[config.mk]
export PLATFORM = sky130hd
export DESIGN_NAME = wdt_core
export DESIGN_NICKNAME = d
export VERILOG_FILES = /design/src/rtl/wdt_pkg.sv /design/src/rtl/wdt_prescaler.sv /design/src/rtl/wdt_core.sv
export SDC_FILE = /design/constraint.sdc
export NUM_CORES = 1
export LEC_CHECK = 0
export ABC_CLOCK_PERIOD_IN_PS = 4000
export BUFFER_PORTS_ARGS = -buffer_cell sky130_fd_sc_hd__buf_2
export CAP_MARGIN = 15
export CORE_ASPECT_RATIO = 0.9
export CORE_MARGIN = 5
export CORE_UTILIZATION = 55
export CTS_CLUSTER_SIZE = 28
export DETAILED_ROUTE_END_ITERATION = 6
export GPL_ROUTABILITY_DRIVEN = 1
export HOLD_SLACK_MARGIN = 0.1
export PLACE_DENSITY_LB_ADDON = 0.12
export RECOVER_POWER = 25
export REMOVE_ABC_BUFFERS = 1
export SLEW_MARGIN = 10
export SYNTH_ARGS = -nofsm -noshare
export SYNTH_HDL_FRONTEND = slang
export SYNTH_SLANG_ARGS = --single-unit
export TNS_END_PERCENT = 10
[constraint.sdc]
create_clock -name clk -period 4 [get_ports clk]
set_input_delay 0 -clock clk [delete_from_list [all_inputs] [get_ports clk]]
set_output_delay 0 -clock clk [all_outputs]
set_load 0.05 [all_outputs]
[src/rtl/wdt_pkg.sv]
// Shared types and constants for the watchdog timer core.
// Holds the FIFO command entry layout, the FSM state encoding and the
// small decode helpers that turn an entry into kick/enable actions.
package wdt_pkg;

    // Width of one command entry popped from the async FIFO
    localparam int WDT_CMD_W = 37;

    // Width of the timeout field carried inside an entry
    localparam int WDT_TO_W = 32;

    // Bit positions of the individual fields inside an entry
    localparam int WDT_BIT_WDEN_VALID   = 36;
    localparam int WDT_BIT_WDEN         = 35;
    localparam int WDT_BIT_WDLIVE_VALID = 34;
    localparam int WDT_BIT_WDLIVE       = 33;
    localparam int WDT_BIT_WTOCNT_VALID = 32;
    localparam int WDT_BIT_WTOCNT_MSB   = 31;
    localparam int WDT_BIT_WTOCNT_LSB   = 0;

    // One FIFO entry; declaration order gives the bit layout above
    typedef struct packed {
        logic                wden_valid;
        logic                wden;
        logic                wdlive_valid;
        logic                wdlive;
        logic                wtocnt_valid;
        logic [WDT_TO_W-1:0] wtocnt;
    } wdt_cmd_t;

    // Watchdog FSM states; 2'b11 is unused and recovers to DISABLED
    typedef enum logic [1:0] {
        DISABLED = 2'd0,
        RUN      = 2'd1,
        EXPIRED  = 2'd2
    } wdt_state_e;

    // Kick request carried by an entry
    function automatic logic cmd_kick(input wdt_cmd_t cmd);
        return cmd.wdlive_valid & cmd.wdlive;
    endfunction

    // Enable request carried by an entry
    function automatic logic cmd_en_set(input wdt_cmd_t cmd);
        return cmd.wden_valid & cmd.wden;
    endfunction

    // Disable request carried by an entry
    function automatic logic cmd_en_clr(input wdt_cmd_t cmd);
        return cmd.wden_valid & ~cmd.wden;
    endfunction

endpackage

[src/rtl/wdt_prescaler.sv]
// Free-running prescaler for the watchdog counter.
// Counts while the watchdog is in RUN and flags a tick on the all-ones
// value. Only built when WDT_PRESCALE_EN is defined; without it the core
// advances its counter every RUN cycle and this module does not exist.
`ifdef WDT_PRESCALE_EN
module wdt_prescaler #(
    parameter int PRESC_W = 4
) (
    input  logic clk,
    input  logic rst,
    input  logic clr,
    input  logic run,
    output logic tick
);

    localparam logic [PRESC_W-1:0] PRESC_ONE  = {{(PRESC_W-1){1'b0}}, 1'b1};
    localparam logic [PRESC_W-1:0] PRESC_ONES = {PRESC_W{1'b1}};

    logic [PRESC_W-1:0] r_presc;

    // Prescale counter: cleared outside RUN or on request, otherwise wraps
    always_ff @(posedge clk or posedge rst) begin
        if (rst) begin
            r_presc <= '0;
        end else if (clr || !run) begin
            r_presc <= '0;
        end else begin
            r_presc <= r_presc + PRESC_ONE;
        end
    end

    assign tick = run & (r_presc == PRESC_ONES);

endmodule
`endif

[src/rtl/wdt_core.sv]
// Watchdog timer core, timer clock domain.
// Consumes one command entry per cycle from a show-ahead FIFO, updates the
// timeout register, and runs a DISABLED/RUN/EXPIRED FSM around a
// non-wrapping up-counter. wto_interrupt is a registered level that is high
// exactly while the FSM sits in EXPIRED.
// Optional build macro: WDT_PRESCALE_EN slows the counter by 2^PRESC_W.
module wdt_core
    import wdt_pkg::*;
#(
    parameter int CNT_W   = 32,
    parameter int PRESC_W = 4
) (
    input  logic                 clk,
    input  logic                 rst,
    input  logic [WDT_CMD_W-1:0] fifo_rdata,
    input  logic                 fifo_rempty,
    output logic                 fifo_rpop,
    output logic                 wto_interrupt,
    output logic [1:0]           wdt_state,
    output logic [CNT_W-1:0]     wdt_count
);

    localparam logic [CNT_W-1:0] CNT_ZERO = {CNT_W{1'b0}};
    localparam logic [CNT_W-1:0] CNT_ONE  = {{(CNT_W-1){1'b0}}, 1'b1};

    wdt_cmd_t          w_cmd;
    logic              w_pop;
    logic              w_kick;
    logic              w_en_set;
    logic              w_en_clr;
    logic              w_tick;

    wdt_state_e        r_state;
    logic [CNT_W-1:0]  r_cnt;
    logic [CNT_W-1:0]  r_wtocnt;
    logic              r_wto;

    // Every non-empty head is accepted; nothing is consumed while in reset
    assign w_pop     = ~fifo_rempty & ~rst;
    assign fifo_rpop = w_pop;

    assign w_cmd    = wdt_cmd_t'(fifo_rdata);
    assign w_kick   = w_pop & cmd_kick(w_cmd);
    assign w_en_set = w_pop & cmd_en_set(w_cmd);
    assign w_en_clr = w_pop & cmd_en_clr(w_cmd);

`ifdef WDT_PRESCALE_EN
    logic w_run;
    logic w_presc_clr;

    assign w_run       = (r_state == RUN);
    assign w_presc_clr = w_kick | w_en_clr;

    wdt_prescaler #(
        .PRESC_W (PRESC_W)
    ) u_prescaler (
        .clk  (clk),
        .rst  (rst),
        .clr  (w_presc_clr),
        .run  (w_run),
        .tick (w_tick)
    );
`else
    // Without a prescaler every RUN cycle is a counting cycle; the condition
    // below is always true and only keeps PRESC_W referenced in this build.
    assign w_tick = (PRESC_W >= 0) || (PRESC_W < 0);
`endif

    // Timeout register: loaded from any entry carrying a valid timeout
    always_ff @(posedge clk or posedge rst) begin
        if (rst) begin
            r_wtocnt <= CNT_ZERO;
        end else if (w_pop && w_cmd.wtocnt_valid) begin
            r_wtocnt <= w_cmd.wtocnt[CNT_W-1:0];
        end else begin
            r_wtocnt <= r_wtocnt;
        end
    end

    // Watchdog FSM with counter and registered interrupt level
    always_ff @(posedge clk or posedge rst) begin
        if (rst) begin
            r_state <= DISABLED;
            r_cnt   <= CNT_ZERO;
            r_wto   <= 1'b0;
        end else begin
            case (r_state)
                DISABLED: begin
                    r_cnt <= CNT_ZERO;
                    r_wto <= 1'b0;
                    if (w_en_set) begin
                        r_state <= RUN;
                    end else begin
                        r_state <= DISABLED;
                    end
                end
                RUN: begin
                    if (w_en_clr) begin
                        r_state <= DISABLED;
                        r_cnt   <= CNT_ZERO;
                        r_wto   <= 1'b0;
                    end else if (w_kick) begin
                        r_state <= RUN;
                        r_cnt   <= CNT_ZERO;
                        r_wto   <= 1'b0;
                    end else if (w_tick) begin
                        // Compare uses the timeout held before this edge;
                        // >= lets a lowered timeout expire immediately.
                        if (r_cnt >= r_wtocnt) begin
                            r_state <= EXPIRED;
                            r_cnt   <= r_cnt;
                            r_wto   <= 1'b1;
                        end else begin
                            r_state <= RUN;
                            r_cnt   <= r_cnt + CNT_ONE;
                            r_wto   <= 1'b0;
                        end
                    end else begin
                        r_state <= RUN;
                        r_cnt   <= r_cnt;
                        r_wto   <= 1'b0;
                    end
                end
                EXPIRED: begin
                    if (w_en_clr) begin
                        r_state <= DISABLED;
                        r_cnt   <= CNT_ZERO;
                        r_wto   <= 1'b0;
                    end else if (w_kick) begin
                        r_state <= RUN;
                        r_cnt   <= CNT_ZERO;
                        r_wto   <= 1'b0;
                    end else begin
                        r_state <= EXPIRED;
                        r_cnt   <= r_cnt;
                        r_wto   <= 1'b1;
                    end
                end
                default: begin
                    r_state <= DISABLED;
                    r_cnt   <= CNT_ZERO;
                    r_wto   <= 1'b0;
                end
            endcase
        end
    end

    assign wto_interrupt = r_wto;
    assign wdt_state     = r_state;
    assign wdt_count     = r_cnt;

endmodule

# Word level (Yosys, flattened, before mapping)
# Cells that the tools add are included.
[word_totals]
register_bits = 67
input_bits = 40
out_inout_bits = 36
elab_cells = 42
[op_classes]
add_sub_neg = 1
n_lt_le_gt_ge = 1
eq_ne = 4
n_mux = 19
n_bitwise = 10
n_reduce_logical = 3
[op_table]
columns = ["cell", "n"]
rows = [
  ["$mux 32", 5],
  ["$pmux 32 s2", 1],
  ["$add 32x1->32 const B", 1],
  ["$ge 32x32->1", 1],
  ["$mux 2", 5],
  ["$and 1x1->1", 7],
  ["$mux 1", 6],
  ["$pmux 2 s3", 1],
  ["$ne 4x4->1 const B", 1],
  ["$ne 3x3->1 const B", 1],
  ["$not 1->1", 3],
  ["$eq 2x1->1 const B", 1],
  ["$eq 2x2->1 const B", 1],
  ["$logic_not 2->1", 1],
  ["$pmux 1 s2", 1],
  ["$reduce_and 2->1", 1],
  ["$logic_and 1x1->1", 1],
]

# Longest topological paths before layout
# Gate-level depths: netlist (run 1).
[depth]
depth_word = 6
depth_mapped = 11
mapped_depth_nobuf = 9

# Worst setup path after synthesis (run 1)
# No wires, ideal clock.
[synth_path]
path_kind = "flip-flop to flip-flop"
start = "register r_cnt[0] (netlist: wdt_count[0])"
end = "register r_cnt[8] (netlist: wdt_count[8])"
setup_ns = 0.071
arrival_time_ns = 2.585
required_time_ns = 3.929
slack_ns = 1.344
path_stages_with_launch = 11
path_buffers = 1
period_less_slack_ns = 2.656
path_cell_list = "dfrtp_1 -> inv_1 -> ha_1 -> nand2b_1 -> a211o_1 -> a21oi_1 -> o21ai_1 -> a21o_1 -> buf_6 -> or4_1 -> nand3_1"
[synth_between]
elab_chain_cells = 5
word_cells_on_any_way = 8
classes_between = "add/sub: 1; order compare: 1; eq/ne: 1; mux: 4; reduce/logical: 1"
[synth_lines]
columns = ["item", "line", "source"]
rows = [
  ["start, declared", "wdt_core.sv:34", "logic [CNT_W-1:0] r_cnt;"],
  ["start signal, assigned", "wdt_core.sv:111", "r_cnt <= r_cnt;"],
  ["start signal, assigned", "wdt_core.sv:115", "r_cnt <= r_cnt + CNT_ONE;"],
  ["start signal, assigned", "wdt_core.sv:120", "r_cnt <= r_cnt;"],
  ["$add 32x1->32", "wdt_core.sv:115", ""],
  ["$mux 32", "wdt_core.sv:109", "if (r_cnt >= r_wtocnt) begin"],
  ["$mux 32", "wdt_core.sv:102", "end else if (w_kick) begin"],
  ["$mux 32", "wdt_core.sv:98", "if (w_en_clr) begin"],
  ["$pmux 32 s2", "wdt_core.sv:87", "case (r_state)"],
]
# Several ways; a longest one is shown, not always the timed one. The select of a mux whose other input is x is not followed.
# A chain may end at the register's enable or synchronous reset.

# Final worst setup path (run 1)
[layout_path]
start = "register r_cnt[19] (netlist: wdt_count[19])"
end = "register r_state[0] (netlist: wdt_state[0])"
[layout_between]
elab_chain_cells = 5
[layout_lines]
columns = ["item", "line", "source"]
rows = [
  ["$ge 32x32->1", "wdt_core.sv:109", ""],
  ["$mux 2", "wdt_core.sv:109", ""],
  ["$mux 2", "wdt_core.sv:102", ""],
  ["$mux 2", "wdt_core.sv:98", ""],
  ["$pmux 2 s3", "wdt_core.sv:87", ""],
  ["end signal, assigned", "wdt_core.sv:99", "r_state <= DISABLED;"],
  ["end signal, assigned", "wdt_core.sv:103", "r_state <= RUN;"],
  ["end signal, assigned", "wdt_core.sv:110", "r_state <= EXPIRED;"],
  ["end, declared", "wdt_core.sv:33", "wdt_state_e r_state;"],
]
# Every way passes these cells.

==> metrics.md, run 1 <==
| Metric | Value |
|---|---|
| Sequential fraction of the synthesis area | 41.1% |
| Post-route insts no fill | 665 |
| Required @ worst endpoint | 4.27 ns |
| # resized after CTS | 0 |
| Pleak | 2.55 nW |
| Routed wire per std cell | 15.7 um |
| Root buf cell | clkbuf_8 |
| Yosys cell types | 41 |
| CTS tree | done |
| Routed vias/inst | 5.84 |
| F_max | 322 MHz |
| Syn avg cell area | 8.76 sq um |
| Fin. Hold Viols | 0 |
| #FFs+latches synth | 67 |
| Row cnt | 29 |
| Max_slew headroom | 3.80% |
| Fill count | 578 |
| Commonest cells after routing, fill and taps aside | 82 x nand2_1, 68 x buf_2, 67 x dfrtp_1 |
| Router iterations before antenna repair | 5 |
| Layout cells sized above 1 | 16.4% |
| CP Class | flop to flop |
| Hold WS | 0.309 ns |
| CTS Sinks | 67 |
| Post-route DRC | 0 |
| Die extent in x | 101 um |
| Hold WC Path Type | input port to flop |
| DRT Wirelength | 10400 um |
| Synthesis warning total | 0 |
| Longest Clk Path Bufs | 2 |
| Antenna Cells | 0 |
| Slew Viols, Final | 0 |
| Via count | 3882 |
| Global route overflow | 0 |
| H-tree Lvls | 3 |
| DR iter-0 viols | 263 |
| Area Overhead vs Synth | 24.1% |
| Min cycle time layout | 3.10 ns |
| Crit path max fanout | 9 |
| Multi-input logic area | 0.00216 sq mm |
| Mapped Area | 0.00408 sq mm |
| Number of port buffers | 75 |
| GP Congestion | 0.803 |
| Setup_tns | 0 ns |
| P per Cell Area | 350 mW/mm^2 |
| Max_cap viols | 0 |
| Placed Cells | 615 |
| Syn Inst Count | 466 |
| Final setup fails | 0 |
| Initial antenna violation count | 0 |
| Commonest non-fill, non-tap cell in the layout | nand2_1 |
| Global Route Usage Sum | 23.8% |
| Arr. time, crit path | 3.37 ns |
| RSZ-0062 raised after global routing | no |
| Core box area | 0.00715 sq mm |
| Post-synth EDFFs | 0 |
| Prevailing post-synth register cell | dfrtp_1 |
| Vias in the first global route | 3847 |
| Die span in y | 91.7 um |
| Final period utilization | 77.5% |
| CTS buffer count | 9 |
| VDD IR max | 0.275 mV |
| Clock Latency Late Sink | 0.34 ns |
| Sequential cell area | 0.00168 sq mm |
| Worst slew pin tran | 1.44 ns |
| Fin nets | 646 |
| Clock Skews | 0.00611 ns |
| Initial Util | 57.1% |
| Reg clk slew, reported paths | 0.07 ns |
| Status | finished, final reports clean |
| Total I/O pin count | 76 |
| CP Launch Type | flop |
| Critical Path End Type | flop |
| Die footprint | 0.00924 sq mm |
| Post-route ant nets | 0 |
| Ys async rst share | 100% |
| First-pass GRT wire length | 17900 um |
| HPWL after DPL | 6860 um |
| Largest net degree at the start of global routing | 64 |
-- power by group --
group	leakage, nW	switching, mW	total, mW	internal, mW
clock network	0.104	0.245	0.576	0.331
registers	0.877	0.0346	0.780	0.746
logic	1.56	0.270	0.415	0.145
total	2.55	0.549	1.77	1.22
-- sequential cells by signal, indices dropped and copies added, names as in the netlist --
name and flops:
wdt_count 32, r_wtocnt 32, wto_interrupt 1, wdt_state 2
-- metal layers --
layer	vias to the layer above	track usage, %	part of all wire [%]
li1	1905	-	-
met1	1830	31.2	44
met2	133	39.1	48
met3	14	5.16	7.1
met4	0	7.30	1.2
met5	-	0	0
-- critical path, stage by stage (launching register included) --
cell and delay, ns:
dfrtp_1 0.49, ha_1 0.37, a21oi_1 0.14, o21ai_0 0.11
a221oi_1 0.44, o21ai_1 0.16, a21oi_1 0.18, buf_4 0.21
a22oi_1 0.10, a211oi_1 0.24, dlygate4sd3_1 0.59
-- through the flow --
| stage | worst slack, ns | instance area (sq um) | utilization (%) | power [mW] |
|---|---|---|---|---|
| CTS | 0.835 | 5070 | 70.9 | 1.79 |
| finish | 0.898 | 5060 | 70.8 | 1.77 |
| floorplan | 0.949 | 3970 | - | 1.05 |
| global placement | 0.954 | 4510 | 63.1 | 1.16 |
| detailed placement | 0.884 | 4510 | 63.1 | 1.17 |
| global route | 0.714 | 5060 | 70.8 | 1.87 |
-- cells by family after synthesis --
logic type	synth area share [%]
simple gates	21.9
fa+ha+maj	11.3
buf+inv	6.13
compound gates	19.3
flops	41.1
mux	0.276
-- layout make-up --
type | count | area share [%]
multi-input cells | 336 | 42.6
flip-flops and latches | 67 | 33.1
repair buffers | 117 | 15.2
clock buffers | 12 | 3.26
inverters | 38 | 2.82
well taps | 93 | 2.30
clock inverters | 2 | 0.692
-- cells in the mapped netlist (2+ instances only) --
master    instances  area (sq um)
nand4_1           8          50.1
nand2_1          82           308
o311ai_1          3          26.3
nand2b_1          2          12.5
nor2_1           11          41.3
dfrtp_1          67          1680
buf_2             5          25.0
o311ai_0          5          43.8
a22oi_1           6          45.0
a211oi_1          2          15.0
nor4_1           10          62.6
a211o_1           6          52.6
and2_1            6          37.5
nor3_1            7          35.0
o21ai_0          40           200
nor2b_1           2          12.5
o211a_1           4          40.0
o211ai_1         16           120
a21oi_1          12          60.1
clkbuf_1         19          71.3
nand3_1          30           150
and3_1            6          37.5
a221oi_1          2          17.5
nor4b_1           2          17.5
o21ai_1           3          15.0
inv_1            38           143
a32oi_1           8          70.1
and4_1            6          52.6
a21o_1            3          22.5
ha_1             37           463
or4_1             8          60.1
-- timing repair --
item | CTS | global route
hold buffers | 36 | 0
setup buffers | 0 | 0
endpoints found under the hold margin | 69 | 0
-- worst paths after layout --
kind,startpoint,end,slack [ns],depth (start not counted)
worst max-delay path,wdt_count[19],wdt_state[0],0.90,10
worst min-delay path,fifo_rdata[33],wdt_count[3],0.31,5
worst max register to register,wdt_count[19],wdt_state[0],0.90,10
worst min register to register,r_wtocnt[0],r_wtocnt[0],0.52,1
max in group asynchronous,rst,wdt_count[5],2.22,4
min in group asynchronous,rst,r_wtocnt[17],0.64,3
Power figures use the tool's default switching activity.
==> run 2, diff against run 1 <==
ABC_AREA = 1   (was default)
ABC_CLOCK_PERIOD_IN_PS = 3200   (was 4000)
clock period = 3.2 ns   (was 4 ns; I/O delays follow)
==> metrics.md, run 2 <==
| Metric | Value |
|---|---|
| Cell with the most instances after synthesis | nand2_1 |
| Die span in y | 95.2 um |
| Post-synth top cells | 168 x nand2_1, 108 x nor2_1, 67 x dfrtp_1, 60 x inv_1, 52 x a21oi_1 |
| Router iterations before antenna repair | 4 |
| Die footprint | 0.00996 sq mm |
| Simple-Gate Fraction of Synth Area | 32.7% |
| Bufs and invs on worst path | 0 |
| Row cnt | 31 |
| Post-route cell area | 0.00531 sq mm |
| Clock Skews | 0.00771 ns |
| Commonest cells after routing, fill and taps aside | 167 x nand2_1, 108 x nor2_1, 67 x dfrtp_1 |
| Area leader, netlist | dfrtp_1 |
| Root buf cell | clkbuf_8 |
| Min cycle time layout | 2.57 ns |
| Launch point of the worst path | wdt_count[17] |
| Hold WC Path Type | input port to flop |
| Prevailing post-synth register cell | dfrtp_1 |
| Reg2reg start | wdt_count[17] |
| Met3 WL | 447 um |
| Routed wire per std cell | 13.0 um |
| Met1 WL | 4880 um |
| Slew Viols, Final | 43 |
| Post-route ant nets | 0 |
| Fin. Hold Viols | 0 |
| Met2 wire len | 5240 um |
| Max_cap viols | 1 |
| Hold Path Origin | fifo_rempty |
| VDD IR max | 0.393 mV |
| Routed vias/inst | 5.07 |
| Via count | 4165 |
| Core box area | 0.00795 sq mm |
| P per Cell Area | 391 mW/mm^2 |
| Top sig layer | met4 |
| Placed Area | 0.00485 sq mm |
| Pleak | 2.65 nW |
| Antenna Cells | 0 |
| Commonest non-fill, non-tap cell in the layout | nand2_1 |
| CTS tree | done |
| HPWL after DPL | 7790 um |
| Clock Latency Late Sink | 0.34 ns |
| CTS Sinks | 67 |
| F_max | 390 MHz |
| Area Overhead vs Synth | 19.8% |
| Ys async rst share | 100% |
| H-tree Lvls | 3 |
| Area contributors post-synth | dfrtp_1 38%, nand2_1 14%, ha_1 10%, nor2_1 9.1%, a21oi_1 5.9% |
| Final setup fails | 0 |
| Most frequent CP cell | nand2_1 |
| Initial antenna violation count | 0 |
| Share of the synthesized area in the top cell type | 37.8% |
| Initial Util | 55.8% |
| Sequential fraction of the synthesis area | 37.8% |
| Main combinational cell family by area after synthesis | simple AND/OR/NAND/NOR gates |
| RSZ-0062 raised after global routing | no |
| Status | finished, violations left |
| Synth Area in Adders | 10.4% |
| Tot Pwr | 2.08 mW |
| DRT Wirelength | 10700 um |
| XOR/XNOR Fraction of Synth Area | 3.95% |
| Final period utilization | 80.2% |
| Reg clk slew, reported paths | 0.07 ns |
| Total I/O pin count | 76 |
| Number of port buffers | 75 |
| Post-route DRC | 0 |
| Arr. time, crit path | 2.80 ns |
| Failing checks | max-capacitance violations, max-slew violations |
| First-pass GRT wire length | 19000 um |
| CP top delay family | simple AND/OR/NAND/NOR gates |
| Critical Path End Type | flop |
| Longest Clk Path Bufs | 2 |
| Max_slew headroom | -4.35% |
| Crit path max fanout | 35 |
| Mux share of post-synthesis cell area | 0.254% |
| Mapped Area | 0.00443 sq mm |
| CP Launch Type | flop |
| CP Class | flop to flop |
| Largest net degree at the start of global routing | 64 |
| Die extent in x | 105 um |
| GP Congestion | 0.929 |
| #FFs+latches synth | 67 |
| Required @ worst endpoint | 3.43 ns |
| DR iter-0 viols | 132 |
| Global route overflow | 0 |
| Vias in the first global route | 4190 |
| Setup_tns | 0 ns |
| Syn avg cell area | 7.22 sq um |
| Layout cells sized above 1 | 9.14% |
| Yosys cell types | 28 |
| # resized after CTS | 0 |
| Worst slew pin tran | 1.56 ns |
| Post-synth EDFFs | 0 |
| CTS buffer count | 9 |
| Global Route Usage Sum | 23.1% |
| Worst-path cell chain | ha_1, a21oi_1, o21ai_0, nand2_1, nand2_1, a21oi_1, nand2_1, nand2_4, nand2_4, nand2_1, nand2_1 |
| Syn Inst Count | 614 |
| CP peak stage delay | 0.47 ns |
| Synth Area in Compound Gates | 7.23% |
| Fin nets | 796 |
| Critical path's slowest cell | dfrtp_1 |
| Synthesis warning total | 0 |
-- run 2: worst paths after layout --
path                                 to  slack [ns]  cells past startpoint
max reg2reg                wdt_count[2]        0.63                     11
max in group asynchronous  r_wtocnt[21]        1.38                      4
min in group asynchronous   r_wtocnt[0]        0.72                      3
min                        wdt_state[0]        0.19                      6
min reg2reg                r_wtocnt[29]        0.52                      2
max                        wdt_count[2]        0.63                     11
-- run 2: through the flow --
step	utilization, %	worst slack (ns)	hold WS [ns]	std cells
finish	66.8	0.633	0.193	821
global route	66.8	0.352	0.244	821
CTS	67.3	0.617	0.191	821
detailed placement	60.9	0.638	0.247	773
global placement	60.9	0.686	0.233	773
floorplan	-	0.931	0.0609	597
-- run 2: worst register-to-register path: stages (launching register included) --
cell and delay (ns):
dfrtp_1 0.47, ha_1 0.35, a21oi_1 0.12, o21ai_0 0.10, nand2_1 0.07, nand2_1 0.08, a21oi_1 0.29, nand2_1 0.15
nand2_4 0.32, nand2_4 0.30, nand2_1 0.15, nand2_1 0.06
-- run 2: power breakdown --
part / internal (mW) / total, mW / leakage, nW / switching, mW
clock: 0.314 / 0.629 / 0.0843 / 0.314
combinational: 0.162 / 0.475 / 1.73 / 0.312
sequential: 0.928 / 0.974 / 0.830 / 0.0456
-- run 2: final cells by class --
class                   instances  area, sq um
flip-flops and latches         67         1680
inverters                      62          233
multi-input cells             468         2420
fillers                       722         2640
well taps                      99          124
clock inverters                 2         12.5
repair buffers                111          686
clock buffers                  12          155
-- run 2: routing by layer --
metal  global-route usage, %  up-vias
met5                       0        -
met4                    5.96        0
met3                    4.13       10
met2                    41.2       80
met1                    29.2     1914
li1                        -     2161
-- run 2: kinds of logic after synthesis --
| kind of cell | Yosys count |
|---|---|
| AOI/OAI and AO/OA | 62 |
| DFF | 67 |
| adders and majority gates | 37 |
| xor gates and xnor gates | 20 |
| and+or+nand+nor | 348 |
| buffers and inverters | 79 |
| muxes | 1 |
-- run 2: what timing repair did --
item / CTS / global route
buffers inserted: 0 / 0
endpoints found under the hold margin: 74 / 0
hold buffers: 34 / 0
